<file path="src/rtl/dpram_port_arbiter.sv">
// Purpose: shares one 16x8 dual-port RAM between NREQ requesters, granting up to two requests per cycle round-robin (first winner on port A, second on port B).
// Latency: gnt is combinational; read data returns on rvalid/rdata 2 cycles after the grant cycle.
// Backpressure: a requester holds req until gnt; a same-address write hazard defers the port-B candidate by one cycle.
// Ports: clk/rst_n; req/req_we/req_addr/req_wdata from the clients (packed, slice i per requester);
//        gnt/rvalid/rdata back to the clients; ram_*_a/ram_*_b drive the RAM ports directly;
//        conflict_cnt is a saturating count of hazard-deferred cycles.
module dpram_port_arbiter #(
   parameter int NREQ = 4,
   parameter int AW   = 4,
   parameter int DW   = 8
) (
   input  logic               clk,
   input  logic               rst_n,
   input  logic [NREQ-1:0]    req,
   input  logic [NREQ-1:0]    req_we,
   input  logic [NREQ*AW-1:0] req_addr,
   input  logic [NREQ*DW-1:0] req_wdata,
   output logic [NREQ-1:0]    gnt,
   output logic [NREQ-1:0]    rvalid,
   output logic [NREQ*DW-1:0] rdata,
   output logic [AW-1:0]      ram_addr_a,
   output logic [AW-1:0]      ram_addr_b,
   output logic [DW-1:0]      ram_din_a,
   output logic [DW-1:0]      ram_din_b,
   output logic               ram_we_a,
   output logic               ram_we_b,
   input  logic [DW-1:0]      ram_dout_a,
   input  logic [DW-1:0]      ram_dout_b,
   output logic [7:0]         conflict_cnt
);

   localparam int IW = (NREQ > 1) ? $clog2(NREQ) : 1;
   typedef logic [IW-1:0] id_t;

   logic [AW-1:0] addr_arr  [NREQ];
   logic [DW-1:0] wdata_arr [NREQ];

   for (genvar i = 0; i < NREQ; i++) begin : g_unpack
      assign addr_arr[i]  = req_addr[i*AW +: AW];
      assign wdata_arr[i] = req_wdata[i*DW +: DW];
   end

   id_t         ptr;
   id_t         cand_a;
   id_t         cand_b;
   id_t         last_id;
   logic        cand_a_vld;
   logic        cand_b_vld;
   logic        hazard;
   logic        gnt_a;
   logic        gnt_b;
   logic [IW:0] scan_idx;

   // Rotating scan from ptr: first asserted requester is candidate A, second is B.
   always_comb begin
      cand_a_vld = 1'b0;
      cand_b_vld = 1'b0;
      cand_a     = '0;
      cand_b     = '0;
      scan_idx   = '0;
      for (int k = 0; k < NREQ; k++) begin
         scan_idx = {1'b0, ptr} + (IW+1)'(k);
         if (scan_idx >= (IW+1)'(NREQ)) begin
            scan_idx = scan_idx - (IW+1)'(NREQ);
         end
         if (req[scan_idx[IW-1:0]]) begin
            if (!cand_a_vld) begin
               cand_a_vld = 1'b1;
               cand_a     = scan_idx[IW-1:0];
            end else if (!cand_b_vld) begin
               cand_b_vld = 1'b1;
               cand_b     = scan_idx[IW-1:0];
            end
         end
      end
   end

   // Same address with at least one write cannot share a cycle; two reads can.
   assign hazard  = cand_b_vld && (addr_arr[cand_a] == addr_arr[cand_b]) &&
                    (req_we[cand_a] || req_we[cand_b]);
   assign gnt_a   = rst_n && cand_a_vld;
   assign gnt_b   = rst_n && cand_b_vld && !hazard;
   assign last_id = gnt_b ? cand_b : cand_a;

   always_comb begin
      gnt        = '0;
      ram_we_a   = 1'b0;
      ram_addr_a = '0;
      ram_din_a  = '0;
      ram_we_b   = 1'b0;
      ram_addr_b = '0;
      ram_din_b  = '0;
      if (gnt_a) begin
         gnt[cand_a] = 1'b1;
         ram_we_a    = req_we[cand_a];
         ram_addr_a  = addr_arr[cand_a];
         ram_din_a   = wdata_arr[cand_a];
      end
      if (gnt_b) begin
         gnt[cand_b] = 1'b1;
         ram_we_b    = req_we[cand_b];
         ram_addr_b  = addr_arr[cand_b];
         ram_din_b   = wdata_arr[cand_b];
      end
   end

   // Pointer moves past the last requester served so every requester gets its turn.
   always_ff @(posedge clk or negedge rst_n) begin
      if (!rst_n) begin
         ptr <= '0;
      end else if (gnt_a) begin
         ptr <= (last_id == id_t'(NREQ-1)) ? '0 : last_id + 1'b1;
      end
   end

   always_ff @(posedge clk or negedge rst_n) begin
      if (!rst_n) begin
         conflict_cnt <= '0;
      end else if (hazard && (conflict_cnt != 8'hFF)) begin
         conflict_cnt <= conflict_cnt + 8'd1;
      end
   end

   // Stage 1 tracks which requester owns each port's read while the RAM does its
   // registered read; stage 2 steers ram_dout back to that requester's slice.
   logic s1_rd_a;
   logic s1_rd_b;
   id_t  s1_id_a;
   id_t  s1_id_b;

   always_ff @(posedge clk or negedge rst_n) begin
      if (!rst_n) begin
         s1_rd_a <= 1'b0;
         s1_rd_b <= 1'b0;
         s1_id_a <= '0;
         s1_id_b <= '0;
      end else begin
         s1_rd_a <= gnt_a && !req_we[cand_a];
         s1_rd_b <= gnt_b && !req_we[cand_b];
         s1_id_a <= cand_a;
         s1_id_b <= cand_b;
      end
   end

   always_ff @(posedge clk or negedge rst_n) begin
      if (!rst_n) begin
         rvalid <= '0;
         rdata  <= '0;
      end else begin
         rvalid <= '0;
         for (int i = 0; i < NREQ; i++) begin
            if (s1_rd_a && (s1_id_a == id_t'(i))) begin
               rvalid[i]          <= 1'b1;
               rdata[i*DW +: DW]  <= ram_dout_a;
            end
            if (s1_rd_b && (s1_id_b == id_t'(i))) begin
               rvalid[i]          <= 1'b1;
               rdata[i*DW +: DW]  <= ram_dout_b;
            end
         end
      end
   end

endmodule

</file>
<file path="config.mk">
export PLATFORM = sky130hd
export DESIGN_NAME = dpram_port_arbiter
export DESIGN_NICKNAME = d
export VERILOG_FILES = /design/src/rtl/dpram_port_arbiter.sv
export SDC_FILE = /design/constraint.sdc
export NUM_CORES = 1
export LEC_CHECK = 0
export BUFFER_PORTS_ARGS = -buffer_cell sky130_fd_sc_hd__buf_2
export CORE_ASPECT_RATIO = 0.7
export CORE_MARGIN = 2
export CORE_UTILIZATION = 54
export DETAILED_ROUTE_END_ITERATION = 8
export PLACE_DENSITY = 0.95
export SYNTH_ARGS = -nofsm -noshare
export SYNTH_HDL_FRONTEND = slang
export SYNTH_SLANG_ARGS = --single-unit
export TNS_END_PERCENT = 100
</file>
<file path="constraint.sdc">
create_clock -name clk -period 9.7 [get_ports clk]
set_input_delay 1.455 -clock clk [delete_from_list [all_inputs] [get_ports clk]]
set_output_delay 1.455 -clock clk [all_outputs]
set_load 0.005 [all_outputs]
</file>
==> results.md <==
- Critical path launch point: req[3]
- Fraction of registers with async set/reset: 100%
- Placed cell count: 592
- Power per Cell Area: between 200 and 300 nW/um2
- DP HPWL: slightly below 8000 um
- Synth top area cells: dfrtp_1, mux2i_1, mux4_2, o21ai_0, nand2_1
- TritonCTS buffer count: 5
- Detailed Route Iter0 Violations: 241
- RSZ-0062 raised after global routing: false
- Rel. slew slack: 30.3%
- Post-synth EDFFs: 0
- Routability Congestion: approximately 0.91
- Reg2Reg Setup Slack: 5.46 ns
- Post-place setup slack: 3.17 ns
- Reg area: 1300 um2
- Starting Density: 56.6%
- Final #Nets: 582
- Post-CTS Setup Inserts: 0
- Via count: between 3,000 and 4,000
- WP data arrival: 5.10 ns
- I/O Buffers: about 150
- FP Rows: 25
- Yosys top cell by area: dfrtp_1
- Post-synth top flop: dfrtp_1
- Area of the multi-input gates: between 2000 and 2500 um2
- 1st-pass router iterations: 4
- Post-route cell area: 4690 um2
- Static leakage: roughly 2.3 nW
- Ys Warns: 0
- Clock Tree Root: clkbuf_8
- RR Startpoint: ptr[0]$_DFFE_PN0P_
- Pins Over Slew Limit: 0
- Final worst slack: between 3 and 4 ns
- Max Fclk: about 150 MHz
- GRT overflow: 0
- Clock Latency Late Sink: ~0.30 ns
- Fin. Hold Viols: 0
- Final WL: a little over 10,000 um
- Routed vias/inst: just under 6
- Placed Area: roughly 4600 um2
- Synth Cell Area: 3860 um2
- CTS resizes: 0
- Total Routing Usage GR: 26.2%
- Worst IR Drop VDD: between 0.1 and 0.15 mV
- Core Util, Final: 68.8%
- Setup TNS: 0 ns
- Fill cells: roughly 540
- Slew @ Worst Pin: ~1.0 ns
- Hold Crit Class: reg -> reg
- CP required: 8.25 ns
- Clock slew at reported path FFs: roughly 0.080 ns
- Hold_buf cts: 0
- # clock sinks: between 50 and 60
- CORE AREA: 6820 um2
- End point of the critical path: gnt[1]
- Cell with the most instances after synthesis: mux2i_1
- Non-filler instance count after layout: between 500 and 600
- Top cell type's share of synthesized area: roughly 34%
- Initial antenna violation count: 0
- Reg2Reg Depth: 9
- Critical path's largest stage delay: about 0.56 ns
- Final setup violation count: 0
- Antenna Nets Post-Route: 0
- Die area: roughly 7800 um2
- CP max FO: 20
- CTS max path bufs: 2
- Diodes inserted: 0
- Mapped Cells: ~380
- First-pass GRT wire length: around 16,000 um
- Final Skew: slightly below 0.007 ns
- Max Cap Viol: 0
- Area delta synth->final: 21.5%
- Die height: 74.7 um
- Setup crit end kind: output pin
- Htree depth: 2
- Crit Path Category: in -> out
- Largest net degree at the start of global routing: 55
- Synth Area per Inst: 10.2 um2
- Status: completed
- Boundary Pins: ~150
- Syn Nets: 455
- Sequential fraction of the synthesis area: 33.7%
- Layout cell share with drive strength beyond 1: about two fifths
- Final Critical Period: roughly 6.6 ns
- Avg WL per Cell: 17.1 um
- #FFs+latches synth: 52
- Period utilisation layout: roughly 68%
- TritonCTS clock tree: built
- Vias in the first global route: about 3,400
- CP Cell Sequence: buf_2, mux4_2, ha_1, a221o_1, o211ai_4, mux4_2, xor2_1, nor3_4, a21oi_2, a32o_1, buf_2
- Slowest cell on crit path: o211ai_4
- Die Width: roughly 110 um
- FF-to-FF End: conflict_cnt[1]$_DFFE_PN0P_
- Critical path launch point type: input port
- Post-synth top cells: mux2i_1, dfrtp_1, o21ai_0
- Remaining DRCs: 0
- Distinct cells, synth: 56
[kinds of logic after synthesis]
| kind of cell | count (synthesis) | synth area share, % |
|---|---|---|
| simple gates | 124 | 17.7 |
| mux | 80 | 28.0 |
| compound gates | 72 | 12.5 |
| flops | 52 | 33.7 |
| buf+inv | 35 | 4.41 |
| xor+xnor | 12 | 2.72 |
| fa+ha+maj | 3 | 0.973 |
[report_power, final]
part | internal (mW) | leakage [nW] | switching (mW)
clock network | 0.0636 | 0.0503 | 0.0649
registers | 0.311 | 0.643 | 0.0865
logic | 0.372 | 1.62 | 0.378
total | 0.747 | 2.32 | 0.529
[how the worst min path moves through the flow]
| stage | slack (ns) | cells after the start | from | end |
|---|---|---|---|---|
| after floorplan | 0.48 | 1 | conflict_cnt[4]$_DFFE_PN0P_ | conflict_cnt[4]$_DFFE_PN0P_ |
| after global placement | 0.49 | 1 | conflict_cnt[4]$_DFFE_PN0P_ | conflict_cnt[4]$_DFFE_PN0P_ |
| after CTS | 0.51 | 1 | conflict_cnt[4]$_DFFE_PN0P_ | conflict_cnt[4]$_DFFE_PN0P_ |
| after global routing | 0.52 | 1 | conflict_cnt[4]$_DFFE_PN0P_ | conflict_cnt[4]$_DFFE_PN0P_ |
| after detailed placement | 0.49 | 1 | conflict_cnt[4]$_DFFE_PN0P_ | conflict_cnt[4]$_DFFE_PN0P_ |
| final | 0.51 | 1 | conflict_cnt[4]$_DFFE_PN0P_ | conflict_cnt[4]$_DFFE_PN0P_ |
[cells in the final DEF (no fill, tap or decap), drive strengths merged, types with 7 or more instances in the layout]
master,instances
buf,149
mux2i,54
dfrtp,52
o21ai,42
nand2,38
mux4,22
nor2b,21
nor2,14
and2,13
xnor2,8
clkbuf,7
a21oi,7
[sequential cells by signal (all words and copies together) (netlist names)]
signal,flops
rdata,32
conflict_cnt,8
rvalid,4
ptr,2
s1_id_a,2
s1_id_b,2
s1_rd_a,1
s1_rd_b,1
[critical path: cells and delay by family]
family                     cells  cell delay, ns
AOI/OAI and AO/OA              4            1.47
xor gates and xnor gates       1            0.20
adders and majority gates      1            0.29
buffers and inverters          2            0.33
muxes                          2            0.95
and+or+nand+nor                1            0.39
[area by class of cell]
| type | instances | area share [%] |
|---|---|---|
| inverters | 6 | 0.534 |
| repair buffers | 149 | 16.0 |
| well taps | 94 | 2.51 |
| flip-flops and latches | 52 | 27.8 |
| clock buffers | 7 | 2.05 |
| multi-input cells | 291 | 51.1 |
[through the flow]
stage	power, mW	hold WS [ns]
6_report	1.28	0.506
5_1_grt	1.37	0.524
3_5_place_dp	1.15	0.491
3_3_place_gp	1.11	0.486
2_1_floorplan	0.910	0.482
4_1_cts	1.28	0.508
[layer usage]
metal,vias up,wire length (um),global-route usage (%)
li1,1629,-,-
met1,1703,4270,33.8
met2,151,5040,45.8
met3,13,777,6.06
met4,0,142,6.67
met5,-,0,0
Power figures use the tool's default switching activity.
